<file path="config.mk">
export PLATFORM = sky130hd
export DESIGN_NAME = csr_access_unit
export DESIGN_NICKNAME = d
export VERILOG_FILES = /design/src/rtl/csr_access_unit.sv
export SDC_FILE = /design/constraint.sdc
export NUM_CORES = 1
export LEC_CHECK = 0
export ABC_AREA = 1
export CAP_MARGIN = 20
export CORE_MARGIN = 4
export CORE_UTILIZATION = 38
export CTS_CLUSTER_DIAMETER = 50
export DETAILED_ROUTE_END_ITERATION = 8
export PLACE_DENSITY = 0.83
export SYNTH_ARGS = -nofsm -noshare
export SYNTH_HDL_FRONTEND = slang
export SYNTH_SLANG_ARGS = --single-unit
</file>
<file path="constraint.sdc">
create_clock -name CLK -period 1.38 [get_ports CLK]
set_input_delay 0.276 -clock CLK [delete_from_list [all_inputs] [get_ports CLK]]
set_output_delay 0.276 -clock CLK [all_outputs]
set_load 0.1 [all_outputs]
</file>
<file path="src/rtl/csr_access_unit.sv">
// csr_access_unit: sequences one Zicsr request at a time against the
// machine-mode CSR file. It reads the CSR, waits a cycle for the registered
// read data, then computes the read-modify-write result. It issues the write
// and returns the old value, or flags the request as illegal.
module csr_access_unit (
  input  logic        CLK,
  input  logic        RST,
  input  logic        FLUSH,
  input  logic        REQ_VALID,
  output logic        REQ_READY,
  input  logic [1:0]  REQ_OP,
  input  logic        REQ_USE_IMM,
  input  logic [11:0] REQ_CSR_ADDR,
  input  logic [4:0]  REQ_RS1_ADDR,
  input  logic [31:0] REQ_RS1_DATA,
  input  logic [4:0]  REQ_UIMM,
  input  logic [4:0]  REQ_RD_ADDR,
  output logic [11:0] CSR_RADDR,
  input  logic [31:0] CSR_RDATA_REG,
  output logic [11:0] CSR_WADDR,
  output logic [31:0] CSR_WDATA,
  output logic        RESP_VALID,
  output logic [4:0]  RESP_RD_ADDR,
  output logic [31:0] RESP_RD_DATA,
  output logic        RESP_ILLEGAL
);

  localparam logic [1:0] ST_IDLE  = 2'd0;
  localparam logic [1:0] ST_READ  = 2'd1;
  localparam logic [1:0] ST_WRITE = 2'd2;
  localparam logic [1:0] ST_RESP  = 2'd3;

  localparam logic [1:0] OP_RW = 2'b01;
  localparam logic [1:0] OP_RS = 2'b10;
  localparam logic [1:0] OP_RC = 2'b11;

  logic [1:0]  state_q;
  logic [1:0]  state_d;
  logic [1:0]  op_q;
  logic [11:0] addr_q;
  logic [31:0] src_q;
  logic [4:0]  rd_q;
  logic        wen_q;
  logic        illegal_q;
  logic [31:0] old_q;

  logic [31:0] req_src;
  logic        req_wen;
  logic        req_rw_csr;
  logic        req_ro_csr;
  logic        req_illegal;
  logic        accept;
  logic [31:0] new_val;
  logic        write_fire;

  // Decode the incoming request so legality and write enable are fixed at accept time
  always_comb begin
    req_src    = REQ_USE_IMM ? {27'b0, REQ_UIMM} : REQ_RS1_DATA;
    req_wen    = (REQ_OP == OP_RW) ||
                 (REQ_USE_IMM ? (REQ_UIMM != 5'd0) : (REQ_RS1_ADDR != 5'd0));
    req_rw_csr = 1'b0;
    req_ro_csr = 1'b0;
    case (REQ_CSR_ADDR)
      12'h305, 12'h340, 12'h341, 12'h342, 12'h343: req_rw_csr = 1'b1;
      12'hB00, 12'hB80, 12'hB02, 12'hB82:          req_ro_csr = 1'b1;
      default: ;
    endcase
    req_illegal = (REQ_OP == 2'b00) || !(req_rw_csr || req_ro_csr) ||
                  (req_wen && req_ro_csr);
  end

  assign REQ_READY = (state_q == ST_IDLE) && !FLUSH && !RST;
  assign accept    = REQ_VALID && REQ_READY;

  // Advance IDLE -> READ -> WRITE -> RESP -> IDLE; a flush always returns to IDLE
  always_comb begin
    state_d = state_q;
    if (FLUSH) begin
      state_d = ST_IDLE;
    end else begin
      case (state_q)
        ST_IDLE:  if (accept) state_d = ST_READ;
        ST_READ:  state_d = ST_WRITE;
        ST_WRITE: state_d = ST_RESP;
        ST_RESP:  state_d = ST_IDLE;
        default:  state_d = ST_IDLE;
      endcase
    end
  end

  // Combine the freshly read CSR value with the latched source operand
  always_comb begin
    case (op_q)
      OP_RW:   new_val = src_q;
      OP_RS:   new_val = CSR_RDATA_REG | src_q;
      OP_RC:   new_val = CSR_RDATA_REG & ~src_q;
      default: new_val = src_q;
    endcase
  end

  assign write_fire   = (state_q == ST_WRITE) && wen_q && !illegal_q && !FLUSH && !RST;
  assign CSR_RADDR    = addr_q;
  assign CSR_WADDR    = write_fire ? addr_q : 12'd0;
  assign CSR_WDATA    = write_fire ? new_val : 32'd0;
  assign RESP_VALID   = (state_q == ST_RESP) && !FLUSH && !RST;
  assign RESP_RD_ADDR = rd_q;
  assign RESP_RD_DATA = ((state_q == ST_RESP) && !illegal_q) ? old_q : 32'd0;
  assign RESP_ILLEGAL = (state_q == ST_RESP) && illegal_q;

  // State register, request capture on accept, and old-value capture in WRITE
  always_ff @(posedge CLK) begin
    if (RST) begin
      state_q   <= ST_IDLE;
      op_q      <= 2'd0;
      addr_q    <= 12'd0;
      src_q     <= 32'd0;
      rd_q      <= 5'd0;
      wen_q     <= 1'b0;
      illegal_q <= 1'b0;
      old_q     <= 32'd0;
    end else begin
      state_q <= state_d;
      if (accept) begin
        op_q      <= REQ_OP;
        addr_q    <= REQ_CSR_ADDR;
        src_q     <= req_src;
        rd_q      <= REQ_RD_ADDR;
        wen_q     <= req_wen;
        illegal_q <= req_illegal;
      end
      if (state_q == ST_WRITE) begin
        old_q <= CSR_RDATA_REG;
      end
    end
  end

endmodule

</file>
=== Word level (Yosys, flattened, before mapping) ===
Index checks and enable logic that the tools add are counted.

* Bits in latches: 0
* Register bits after elaboration: 87
* Output and inout bits: 96
* Bits of input ports: 98
* Logic and storage cells: 64
* Memories kept: 0
* Bits in writable memories: 0
* ROM bits: 0

* Multiply operators: 0
* Equal/unequal tests: 16
* Div/mod/pow operators: 0
* Order comparisons: 0
* Bitwise gates (word level): 3
* Add/sub/neg operators: 0
* Muxes and demuxes: 10
* Shift-type cells: 0
* Reductions and logical operators: 27

{| class="wikitable"
|+ Operators by type and width
! operator !! number
|-
| 2-to-1 mux 32 bit || 3
|-
| case mux 32 bit (2 select lines) || 1
|-
| equality test 12 x 10 -> 1 bit, second input constant || 5
|-
| equality test 12 bit, second input constant || 4
|-
| bitwise AND 32 bit || 1
|-
| inverter 32 bit || 1
|-
| OR 32 bit || 1
|-
| logical AND 1 bit || 12
|-
| 2-to-1 mux 12 bit || 1
|-
| nonzero test 5 bit || 2
|-
| equality test 2 bit, second input constant || 4
|-
| case mux 2 bit (4 select lines) || 1
|-
| OR reduction 5 bit || 1
|-
| equality test 2 x 1 -> 1 bit, second input constant || 2
|-
| zero test 1 bit || 4
|-
| zero test 2 bit || 2
|-
| logical OR 1 bit || 4
|-
| OR reduction 4 bit || 1
|-
| 2-to-1 mux 1 bit || 3
|-
| 2-to-1 mux 2 bit || 1
|-
| != test 2 bit, second input constant || 1
|-
| OR reduction 2 bit || 1
|}

=== Logic depth before layout (Yosys ltp) ===
* Depth after elaboration: 7
* Mapped depth: 9
* Mapped depth without buffers: 9

=== Worst setup path before layout ===
Ideal clock, no wire load.

* Path kind: register -> output
* Start: register state_q[0]
* End: output CSR_WDATA[29]
* Cell stages (with the launch flop): 6
* Data arrival time: 3.261 ns
* Required time: 1.104 ns
* Path buffers: 1
* Slack: -2.157 ns
* Path through: dfxtp_1 -> inv_1 -> ha_1 -> nand4_2 -> clkbuf_1 -> a311oi_1

* Cells in the longest elaborated chain, start to end: 6

{| class="wikitable"
|+ Ends and longest elaborated chain
! what !! line !! source
|-
| from (decl) || 37 || <nowiki>logic [1:0] state_q;</nowiki>
|-
| from (signal assigned) || 122 || <nowiki>state_q <= state_d;</nowiki>
|-
| equality test 2 bit || 101 || <nowiki>assign write_fire = (state_q == ST_WRITE) && wen_q && !illegal_q && !FLUSH && !RST;</nowiki>
|-
| logical AND 1 bit (4 in a row) || 101 ||
|-
| 2-to-1 mux 32 bit || 104 || <nowiki>assign CSR_WDATA = write_fire ? new_val : 32'd0;</nowiki>
|-
| to (decl) || 21 || <nowiki>output logic [31:0] CSR_WDATA,</nowiki>
|}

No other way between the ends.

=== Worst setup path after layout ===
* Start: register state_q[0]
* End: output CSR_WDATA[22]

The elaborated chain is that of the path after synthesis.

==> metrics.csv <==
stage,metric,value,unit
grt,met3 GRT Util,7.45,%
final_layout,share of cells above drive strength 1,50.9,%
die,die area,0.0132,sq mm
placed_design,Area after DPL,0.00865,sq mm
grt,gr busiest metal,met2,
yosys,Main synth FF type,dfxtp_1,
grt,grt met1 use,39.2,%
yosys,Yosys reg bits,87,
setup_path,Critical Path RT,1.10,ns
cts,Max clock buf depth,2,
drt,DRT iter0 DRCs,868,
final_layout,Final Cell Area,0.0104,sq mm
drt,drt wl/cell,30.2,um
timing,worst hold margin,0.405,ns
yosys,fraction of registers with async set/reset,0,%
power_and_ir_drop,switch share,31.0,%
timing,skew final,0.0124,ns
setup_path,crit path cell chain,"inv_4, ha_4, nand4_4, buf_12, buf_12, a21oi_4, buf_12",
placed_design,pre-CTS setup slack,-0.629,ns
setup_path,CP startpoint kind,register,
grt,global-route wire length before repair,36.0,mm
die,Die X-Extent,115,um
die,Chip Height,115,um
timing,fin crit period,2.08,ns
power_and_ir_drop,sw power,2290,uW
drt,first-pass iteration count of the detailed router,7,
hold_path,hold crit path type,in2reg,
status,status,finished with violations,
final_layout,Ant. Diodes,0,
cts,"Clk Latency, worst-skew pair",0.35,ns
timing,worst relative slew slack,11.8,%
status,failing checks,setup timing,
yosys,average size of a mapped cell,7.21,sq um
grt,initial antenna violation count,0,
power_and_ir_drop,internal power,5100,uW
setup_path,CP Capture Type,primary output,
setup_path,"Largest stage delay, worst path",0.34,ns
cts,CTS Buf Count,9,
drt,drt drc,0,
yosys,Post-Syn Nets,701,
power_and_ir_drop,power per cell area,712,mW/mm^2
setup_path,Worst EP arrival,1.80,ns
cts,clock slew at reported path FFs,0.07,ns
die,Rows,38,
timing,Fmax,0.481,GHz
setup_path,CP Class,reg2out,
final_layout,Layout area overhead,140,%
timing,period utilization,151,%
yosys,Post-synth EDFFs,0,
timing,"Slew Viols, Final",0,
setup_path,"Top cell by count, worst path",buf_12,
placed_design,GP Congestion,0.857,
cts,Clock Sink Count,87,
die,Initial Util,39.4,%
yosys,cell count after synthesis,600,
grt,met2 GRT Util,62.5,%
grt,vias in the first global route,6298,
placed_design,IO buf count,193,
die,Core ar.,0.0110,sq mm
placed_design,dpl hpwl,14.0,mm
setup_path,Slowest cell on crit path,dfxtp_2,
final_layout,Final #Nets,961,
setup_path,crit path max fanout,13,
cts,CTS root buffer,clkbuf_16,
power_and_ir_drop,sequential group share of total power,36.9,%
yosys,Mapped Area,0.00433,sq mm
drt,vias,6530,
yosys,Cell variety after synth,28,
setup_path,Buf/Inv on CP,4,
flow_run,Max Cap Viol,0,
power_and_ir_drop,Comb power frac,25.5,%
timing,final hold violation count,0,
setup_path,CP top delay family,buffers and inverters,
drt,Vias/cell,6.50,
timing,RSZ-0062 raised after global routing,true,
drt,drt total wl,30.3,mm
cts,# hold bufs at CTS,0,
drt,Routed Antenna Nets,0,
cts,H-tree depth,3,
grt,largest net degree at the start of global routing,86,
grt,Global Route Usage Sum,35.4,%
timing,Worst Slack Setup Final,-0.701,ns
yosys,synth warn,0,
timing,final setup fails,153,
yosys,register area share after synthesis,40.3,%
cts,CTS tree,yes,
timing,Worst Max-Slew Pin Slew,1.32,ns
grt,total grt overflow,0,
power_and_ir_drop,power share of the clock group,37.6,%
power_and_ir_drop,P_leak,0.00353,uW
power_and_ir_drop,Max VDD drop,0.565,mV
die,Ports,194,
routing by layer:
metal  wire length [um]  up-vias  part of all wire [%]
met4               2770        0                   9.1
met5                  0        -                     0
met3               2970      218                   9.8
met2              14700      670                    48
li1                   -     2532                     -
met1               9940     3110                    33
kinds of logic after synthesis:
family / after synthesis / share of synthesized area [%]
compound gates: 133 / 20.4
fa+ha+maj: 3 / 0.868
buf+inv: 113 / 10.5
flops: 87 / 40.3
simple gates: 264 / 28.0
power by group through the flow:
stage	combinational [uW]	clock (uW)	sequential [uW]
3_3_place_gp	1270	0	2740
4_1_cts	1560	2680	2700
3_5_place_dp	1320	0	2750
2_1_floorplan	491	0	2900
6_report	1880	2780	2730
5_1_grt	1920	2850	2730
worst paths after layout:
| kind | start | to | slack [ns] | depth (start not counted) |
|---|---|---|---|---|
| worst max-delay path | state_q[0]$_SDFFE_PP0P_ | CSR_WDATA[22] | -0.70 | 7 |
| worst min-delay path | RST | state_q[1]$_SDFFE_PP0P_ | 0.40 | 5 |
| worst max register to register | state_q[0]$_SDFFE_PP0P_ | src_q[6]$_SDFFE_PP0P_ | -0.65 | 11 |
| worst min register to register | src_q[5]$_SDFFE_PP0P_ | src_q[5]$_SDFFE_PP0P_ | 0.52 | 2 |
metrics by stage:
stage / utilization (%) / setup TNS (ns) / power (uW) / cells
6_report: 94.5 / -72.95 / 7390 / 1005
5_1_grt: 94.5 / -75.72 / 7500 / 1005
4_1_cts: 88.7 / -51.77 / 6940 / 994
2_1_floorplan: - / -30.57 / 3400 / 600
3_5_place_dp: 78.7 / -53.90 / 4080 / 954
3_3_place_gp: 78.7 / -49.51 / 4020 / 954
layout by cell type (no fill, tap or decap), types with 2 or more instances in the layout:
cell type / Yosys / layout
nand2_2: 0 / 9
a311oi_4: 0 / 6
nand3_2: 0 / 4
nor2_2: 1 / 5
buf_6: 1 / 10
a21oi_2: 5 / 29
nand3_1: 13 / 6
nand2_1: 82 / 51
nand2_8: 0 / 3
buf_8: 0 / 5
buf_16: 0 / 8
nand2_4: 1 / 21
a211oi_1: 32 / 20
dlygate4sd2_1: 0 / 2
a211oi_2: 12 / 24
inv_1: 64 / 56
clkbuf_16: 0 / 14
a21oi_4: 0 / 35
nand3_4: 0 / 3
nor2_1: 111 / 53
buf_4: 2 / 50
a21oi_1: 74 / 15
inv_2: 1 / 4
dfxtp_1: 87 / 72
clkbuf_1: 27 / 2
bufinv_16: 0 / 2
buf_12: 0 / 122
inv_4: 0 / 3
nand4_1: 27 / 27
clkdlybuf4s50_1: 0 / 94
nor2_4: 1 / 55
nand3b_1: 25 / 25
dfxtp_2: 0 / 14
ha_4: 0 / 3
layout make-up:
type / count / area (sq um)
multi-input cells: 401 / 3550
repair buffers: 296 / 4310
flip-flops and latches: 87 / 1760
fillers: 280 / 603
clock inverters: 4 / 77.6
inverters: 65 / 263
well taps: 140 / 175
clock buffers: 12 / 246
synthesized netlist by cell type (2+ instances only):
library cell / count / area, sq um
a211oi_1: 32 / 240
a211oi_2: 12 / 150
a21oi_1: 74 / 370
a21oi_2: 5 / 43.8
a311oi_1: 6 / 52.6
buf_1: 7 / 26.3
buf_2: 11 / 55.1
buf_4: 2 / 15.0
clkbuf_1: 27 / 101
dfxtp_1: 87 / 1740
ha_1: 3 / 37.5
inv_1: 64 / 240
nand2_1: 82 / 308
nand3_1: 13 / 65.1
nand3b_1: 25 / 188
nand4_1: 27 / 169
nor2_1: 111 / 417
o21ai_0: 2 / 10.0
sequential cells by signal, indices dropped and copies added, names as in the netlist:
register and cells:
wen_q 1, illegal_q 1, CSR_RADDR 12, op_q 2
old_q 32, src_q 32, RESP_RD_ADDR 5, state_q 2
worst reg2reg max path, stage by stage (launching register included):
cell	delay, ns
dfxtp_2	0.34
inv_4	0.09
buf_4	0.11
buf_6	0.10
ha_4	0.14
inv_4	0.06
nor2_8	0.19
buf_8	0.18
buf_8	0.16
buf_8	0.12
nand4_1	0.14
a21oi_2	0.31
repair_timing:
| action | in CTS | in global routing |
|---|---|---|
| gates cloned | 14 | 5 |
| gates resized for setup | 73 | 149 |
| setup buffers | 11 | 19 |
| pin swaps | 11 | 29 |
| setup endpoints to repair | 134 | 156 |
Note: power is estimated with default switching activity, not from simulation.
